--- config.mk ---
export PLATFORM = sky130hd
export DESIGN_NAME = seq_divider
export DESIGN_NICKNAME = d
export VERILOG_FILES = /design/src/rtl/seq_divider.sv
export SDC_FILE = /design/constraint.sdc
export NUM_CORES = 1
export LEC_CHECK = 0
export BUFFER_PORTS_ARGS = -buffer_cell sky130_fd_sc_hd__buf_2
export CELL_PAD_IN_SITES_DETAIL_PLACEMENT = 0
export CELL_PAD_IN_SITES_GLOBAL_PLACEMENT = 1
export CORE_ASPECT_RATIO = 2
export CORE_UTILIZATION = 47
export DETAILED_ROUTE_END_ITERATION = 8
export PLACE_DENSITY = 0.95
export SLEW_MARGIN = 30
export SYNTH_ARGS = -nofsm -noshare
export SYNTH_HDL_FRONTEND = slang
export SYNTH_SLANG_ARGS = --single-unit
--- constraint.sdc ---
create_clock -name clk -period 7.2 [get_ports clk]
set_clock_uncertainty 0.15 [all_clocks]
set_input_delay 1.44 -clock clk [delete_from_list [all_inputs] [get_ports clk]]
set_output_delay 1.44 -clock clk [all_outputs]
set_load 0.02 [all_outputs]
--- src/rtl/seq_divider.sv ---
// seq_divider
//   Sequential unsigned radix-2 restoring divider. Divides a 2*NUMBIT-bit
//   dividend by a NUMBIT-bit divisor, producing one quotient bit per cycle.
//   Overflow (quotient wider than NUMBIT bits) and divide-by-zero are detected
//   up front and finish in a single cycle.
//
// Ports
//   clk        in   1          rising-edge clock
//   rst_n      in   1          asynchronous active-low reset
//   in_valid   in   1          dividend/divisor valid
//   in_ready   out  1          divider can accept an operation (IDLE only)
//   dividend   in   2*NUMBIT   unsigned dividend
//   divisor    in   NUMBIT     unsigned divisor
//   out_valid  out  1          result valid, held until out_ready
//   out_ready  in   1          consumer accepts result
//   quotient   out  NUMBIT     unsigned quotient ('1 on ovf/dz)
//   remainder  out  NUMBIT     unsigned remainder ('0 on ovf/dz)
//   ovf        out  1          quotient does not fit (includes divide-by-zero)
//   dz         out  1          divisor was zero
module seq_divider #(
  parameter int unsigned NUMBIT = 11
) (
  input  logic                  clk,
  input  logic                  rst_n,
  input  logic                  in_valid,
  output logic                  in_ready,
  input  logic [2*NUMBIT-1:0]   dividend,
  input  logic [NUMBIT-1:0]     divisor,
  output logic                  out_valid,
  input  logic                  out_ready,
  output logic [NUMBIT-1:0]     quotient,
  output logic [NUMBIT-1:0]     remainder,
  output logic                  ovf,
  output logic                  dz
);

  localparam int unsigned CW = (NUMBIT > 1) ? $clog2(NUMBIT) : 1;

  typedef enum logic [1:0] {
    IDLE,
    RUN,
    DONE
  } state_t;

  state_t            state;
  logic [NUMBIT-1:0] rem_r;    // partial remainder (always < divisor)
  logic [NUMBIT-1:0] lo_r;     // low dividend half, consumed MSB first
  logic [NUMBIT-1:0] dvs_r;    // latched divisor
  logic [CW-1:0]     count;

  logic [NUMBIT-1:0] upper;
  logic [NUMBIT:0]   shifted;
  logic              qbit;
  logic [NUMBIT-1:0] rem_next;

  assign upper = dividend[2*NUMBIT-1:NUMBIT];

  always_comb begin
    in_ready = rst_n && (state == IDLE);
  end

  // The partial remainder is kept N bits wide: it is always below the
  // divisor, so the extra top bit of the N+1-bit remainder is never set.
  // When the trial subtraction succeeds the true result is < divisor, so an
  // N-bit modular subtract gives the exact value.
  always_comb begin
    shifted  = {rem_r, lo_r[NUMBIT-1]};
    qbit     = (shifted >= {1'b0, dvs_r});
    rem_next = qbit ? (shifted[NUMBIT-1:0] - dvs_r) : shifted[NUMBIT-1:0];
  end

  always_ff @(posedge clk or negedge rst_n) begin
    if (!rst_n) begin
      state     <= IDLE;
      out_valid <= 1'b0;
      quotient  <= '0;
      remainder <= '0;
      ovf       <= 1'b0;
      dz        <= 1'b0;
      rem_r     <= '0;
      lo_r      <= '0;
      dvs_r     <= '0;
      count     <= '0;
    end else begin
      case (state)
        IDLE: begin
          if (in_valid) begin
            if (divisor == '0) begin
              dz        <= 1'b1;
              ovf       <= 1'b1;
              quotient  <= '1;
              remainder <= '0;
              out_valid <= 1'b1;
              state     <= DONE;
            end else if (upper >= divisor) begin
              dz        <= 1'b0;
              ovf       <= 1'b1;
              quotient  <= '1;
              remainder <= '0;
              out_valid <= 1'b1;
              state     <= DONE;
            end else begin
              dz        <= 1'b0;
              ovf       <= 1'b0;
              rem_r     <= upper;
              lo_r      <= dividend[NUMBIT-1:0];
              dvs_r     <= divisor;
              quotient  <= '0;
              count     <= CW'(NUMBIT - 1);
              state     <= RUN;
            end
          end
        end

        RUN: begin
          // quotient doubles as the shift register; out_valid is low here so
          // the intermediate bits are never presented as a result.
          rem_r    <= rem_next;
          lo_r     <= lo_r << 1;
          quotient <= {quotient[NUMBIT-2:0], qbit};
          if (count == '0) begin
            remainder <= rem_next;
            out_valid <= 1'b1;
            state     <= DONE;
          end else begin
            count <= count - 1'b1;
          end
        end

        DONE: begin
          if (out_ready) begin
            out_valid <= 1'b0;
            state     <= IDLE;
          end
        end

        default: begin
          out_valid <= 1'b0;
          state     <= IDLE;
        end
      endcase
    end
  end

endmodule

==> flow_summary.toml, run 1 <==
[global_route]
antenna_found_initial = 0
grt_max_degree = 66
grtUsageTotal_pct = 24.5
grt-ovfl-total = 0
first_global_vias = 3232
grt_pass1_wl_um = 15100

[clock_network]
path_clk_slew_ns = 0.05
cts_resized = 0
cts.htree.levels = 3
cts_tree = "yes"
clock-sinks = 64
root_buffer = "clkbuf_16"
clkLatencyLatePin_ns = 0.33
hold_buffers = 0
cts_setup_buffers = 0
cts_buffers = 9
max-clock-path-buffers = 2

[logic_synthesis]
synth.top_cells.by_count = "dfrtp_1 (64), nand2_1 (45), mux2i_1 (33)"
synthDominantCellAreaShare_pct = 42.9
async_reset_ff_share_pct = 100
syn_area_um2 = 3730
synth_cells = 388
synth_cell_types = 48
yosys.area.top_type = "dfrtp_1"
ys_seq_area_share_pct = 42.9
yosys-top-cells-area = "dfrtp_1 (43%), mux2i_1 (8.9%), ha_1 (8.0%), nand2_1 (4.5%), nand3_1 (4.2%)"
synth_flop_cell = "dfrtp_1"
synth-warning-count = 0
avgSynthCellArea_um2 = 9.62
syn-num-nets = 450
synth_edf_count = 0
synthMostInstantiatedCell = "dfrtp_1"
synth_seq_cells = 64

[setup_path]
cp-start-kind = "input pin"
crit_fanout = 65
cp.arrival_ns = 2.58
end_kind = "primary output"
crit_type = "in -> out"
required_ns = 5.61

[floorplanning]
dieWidth_um = 65
coreArea_um2 = 7660
rows = 45
initial_core_util_pct = 48.7
dieArea_um2 = 8320
die_height_um = 128
io_pins = 63

[detailed_routing]
viasPerCell = 5.75
vias = 3134
drtPass1Iterations = 4
wl_um = 9480
ant_nets = 0
drt-initial-drc-count = 104
route.detailed.drc = 0
wl_per_cell_um = 17.4

[layout]
areaGrowthSynthToFinish_pct = 17.8
layout-drive-gt1-share_pct = 19.5
fill_cells = 726
finalInstanceArea_um2 = 4390
nets = 509
diodes = 0

[power_and_ir_drop]
power_density_nw_per_um2 = 532
vdd_drop_max_mv = 0.304
leakage_nw = 2.21

[placement]
place_congestion = 0.910
dp_hpwl_um = 6930
placed_area_um2 = 4100
io_buffers = 62

[sta]
max_freq_mhz = 240
maxSlewHeadroom_pct = 37.0
worst_pin_slew_ns = 0.942
setup_viol = 0
rsz0062_at_grt = "no"
period_minus_slack_ns = 4.17
finalCritPeriodShare_pct = 57.9
hold_viol = 0
tns_ns = 0
slew_viol_final = 0

[run]
drv_cap = 0

[status]
outcome = "finished, final reports clean"

[hold_path]
hold_path.class = "reg -> reg"
-- worst max-delay path: stages --
cell	delay, ns
buf_2	0.07
buf_4	0.63
and2_1	0.23
buf_2	0.16
-- sequential cells by signal, indices dropped and copies added (netlist names) --
register / count
count: 4
dvs_r: 11
dz: 1
lo_r: 11
out_valid: 1
ovf: 1
quotient: 11
rem_r: 11
remainder: 11
state: 2
-- report_power, final --
group | switching (mW) | internal, mW | total [mW]
clock | 0.151 | 0.273 | 0.425
combinational | 0.767 | 0.501 | 1.27
sequential | 0.113 | 0.531 | 0.645
total | 1.03 | 1.31 | 2.34
-- routing by layer --
metal | wire [µm] | up-vias | global-route usage [%]
met5 | 0 | - | 0
met1 | 3330 | 1527 | 22.8
met4 | 426 | 0 | 15.0
met2 | 5380 | 75 | 46.9
li1 | - | 1504 | -
met3 | 348 | 28 | 4.54
-- cell usage in the layout (no fill, tap or decap), types with 10 or more instances in the layout --
cell type / Yosys / routed
dfrtp_1: 64 / 64
buf_2: 3 / 62
nand2_1: 45 / 45
mux2i_1: 33 / 33
nand3_1: 31 / 31
inv_1: 29 / 29
o21ai_0: 24 / 24
ha_1: 24 / 24
o21ai_1: 13 / 13
nor2_1: 10 / 10
a21oi_1: 10 / 10
-- through the flow --
step	utilization (%)	power, mW	std cells	setup slack (ns)	hold slack (ns)
final	57.4	2.34	545	3.03	0.332
after global routing	57.4	2.51	545	2.90	0.344
after CTS	57.3	2.34	545	2.99	0.337
after detailed placement	53.5	1.90	530	3.01	0.325
after global placement	53.5	1.85	530	3.01	0.311
after floorplan	-	1.58	388	3.86	0.299
-- path summary, 6_finish.rpt --
kind	startpoint	to	slack [ns]	depth (start not counted)
worst max-delay path	rst_n	in_ready	3.03	4
worst min register to register	dz$_DFFE_PN0P_	dz$_DFFE_PN0P_	0.33	2
max in group asynchronous	rst_n	rem_r[2]$_DFFE_PN0P_	5.20	2
worst min-delay path	dz$_DFFE_PN0P_	dz$_DFFE_PN0P_	0.33	2
worst max register to register	lo_r[10]$_DFFE_PN0P_	rem_r[10]$_DFFE_PN0P_	4.03	10
min in group asynchronous	rst_n	quotient[3]$_DFFE_PN0P_	1.14	2
-- area by class of cell --
type                            count  area [µm²]  share of cell area (%)
Tap cell                           94         118                    2.68
Clock buffer                       11         243                    5.52
Inverter                           29         109                    2.48
Sequential cell                    64        1600                    36.4
Clock inverter                      4        45.0                    1.03
Timing Repair Buffer               66         340                    7.74
Multi-Input combinational cell    277        1940                    44.1
-- kinds of logic (layout without fill, tap and decap cells) --
| group | Yosys count | after routing | synth area share (%) |
|---|---|---|---|
| compound gates | 97 | 97 | 17.7 |
| xor+xnor | 7 | 7 | 1.64 |
| fa+ha+maj | 25 | 25 | 8.58 |
| buf+inv | 47 | 110 | 5.43 |
| flops | 64 | 64 | 42.9 |
| mux | 34 | 34 | 9.15 |
| simple gates | 114 | 114 | 14.6 |
No activity file was read; power rests on OpenSTA's default activity.
==> run 2, diff against run 1 <==
Settings changed: CORE_UTILIZATION 47 to 43, PLACE_DENSITY 0.95 to 0.91.
Clock period 7.2 ns to 4.1 ns, I/O delays scaled along.
==> flow_summary.toml, run 2 (synthesis results as in run 1) <==
[status]
outcome = "finished, final reports clean"

[setup_path]
critPathCapture = "count[3]$_DFFE_PN0P_"
cp.arrival_ns = 3.14
crit_fanout = 25
reg2reg_depth = 9
slowest_delay_ns = 0.73
crit_family = "compound AO/OA/AOI/OAI gates"
required_ns = 4.18
timing.rr.end = "rem_r[10]$_DFFE_PN0P_"
cp.depth = 8
reg2reg_from = "dvs_r[0]$_DFFE_PN0P_"
startpoint = "divisor[6]"
end_kind = "flop"
ff2ff_setup_slack_ns = 1.09
crit_type = "in -> reg"
crit_buf_inv = 2
cp-start-kind = "input pin"
crit_slowest_cell = "o211ai_2"
timing.critical_path.cells = "buf_2, inv_1, ha_1, nand4_1, o31a_1, o211ai_2, o21ai_0, a21bo_2"

[layout]
nets = 509
layout_commonest_cell = "dfrtp_1"
diodes = 0
mostFrequentLayoutCells = "dfrtp_1 (64), buf_2 (62), nand2_1 (45)"
areaGrowthSynthToFinish_pct = 18.4
layout-drive-gt1-share_pct = 19.7

[global_route]
gr-usage-met3_pct = 5.57
grt_max_degree = 65
grtUsageTotal_pct = 24.6
grt-ovfl-total = 0
use_met2_pct = 41.1
met1_usage_pct = 25.6
first_global_vias = 3243
antenna_found_initial = 0
grt_pass1_wl_um = 16000
busiest_layer = "met2"

[floorplanning]
dieWidth_um = 67.9
rows = 47
coreArea_um2 = 8350
dieArea_um2 = 9080
initial_core_util_pct = 44.7
io_pins = 63
die_height_um = 134

[clock_network]
max-clock-path-buffers = 2
cts_tree = "yes"
cts_setup_buffers = 0
root_buffer = "clkbuf_16"
clkLatencyLatePin_ns = 0.34
cts.htree.levels = 3
cts_buffers = 9
path_clk_slew_ns = 0.05
hold_buffers = 0
cts_resized = 0
clock-sinks = 64

[placement]
dp_hpwl_um = 7480
io_buffers = 62
place_congestion = 0.882

[power_and_ir_drop]
power_density_nw_per_um2 = 942
leakage_nw = 2.22
vdd_drop_max_mv = 0.470
power_mw = 4.16

[detailed_routing]
drtPass1Iterations = 4
drt-initial-drc-count = 139
wl_per_cell_um = 18.3
vias = 3146
ant_nets = 0
route.detailed.drc = 0
viasPerCell = 5.73
wl_um = 10100

[hold_path]
hold_path.class = "reg -> reg"

[sta]
period_minus_slack_ns = 3.06
slew_viol_final = 0
hold-worst-slack_ns = 0.326
tns_ns = 0
rsz0062_at_grt = "no"
worst_pin_slew_ns = 0.870
finalCritPeriodShare_pct = 74.6
setup_viol = 0
maxSlewHeadroom_pct = 41.9
max_freq_mhz = 327
hold_viol = 0

[run]
drv_cap = 0
run 2: stage by stage:
| stage | worst slack, ns | area [µm²] | utilization, % | cells |
|---|---|---|---|---|
| floorplan | 1.38 | 3730 | - | 388 |
| global placement | 0.802 | 4100 | 49.1 | 534 |
| detailed placement | 0.699 | 4100 | 49.1 | 534 |
| CTS | 0.918 | 4410 | 52.8 | 549 |
| global route | 0.797 | 4420 | 52.9 | 549 |
| finish | 1.04 | 4420 | 52.9 | 549 |
run 2: tightest hold or removal path: stages (launching register included):
cell	delay, ns
dfrtp_1	0.33
nand2_1	0.05
nand2_1	0.06
run 2: power by group:
group	switching, mW	leakage, nW	internal (mW)
registers	0.222	0.795	0.933
logic	1.34	1.27	0.878
clock network	0.274	0.154	0.514
total	1.84	2.22	2.33
run 2: cell type report:
type                            instances  area (µm²)
Clock buffer                           12         267
Timing Repair Buffer                   66         340
Tap cell                               98         123
Sequential cell                        64        1600
Inverter                               29         109
Clock inverter                          3        40.0
Multi-Input combinational cell        277        1940
Fill cell                             781        3930
run 2: how the worst min path moves through the flow:
| stage | from | end | slack, ns | cells past startpoint |
|---|---|---|---|---|
| after floorplan | lo_r[0]$_DFFE_PN0P_ | lo_r[1]$_DFFE_PN0P_ | 0.30 | 2 |
| after global placement | dz$_DFFE_PN0P_ | dz$_DFFE_PN0P_ | 0.31 | 2 |
| after detailed placement | dz$_DFFE_PN0P_ | dz$_DFFE_PN0P_ | 0.31 | 2 |
| after CTS | dz$_DFFE_PN0P_ | dz$_DFFE_PN0P_ | 0.32 | 2 |
| after global routing | remainder[9]$_DFFE_PN0P_ | remainder[9]$_DFFE_PN0P_ | 0.35 | 1 |
| final | dz$_DFFE_PN0P_ | dz$_DFFE_PN0P_ | 0.33 | 2 |
run 2: layer usage:
metal | vias to the layer above | routed length (µm)
met3 | 34 | 400
met4 | 0 | 689
li1 | 1499 | -
met5 | - | 0
met1 | 1513 | 3550
met2 | 100 | 5430
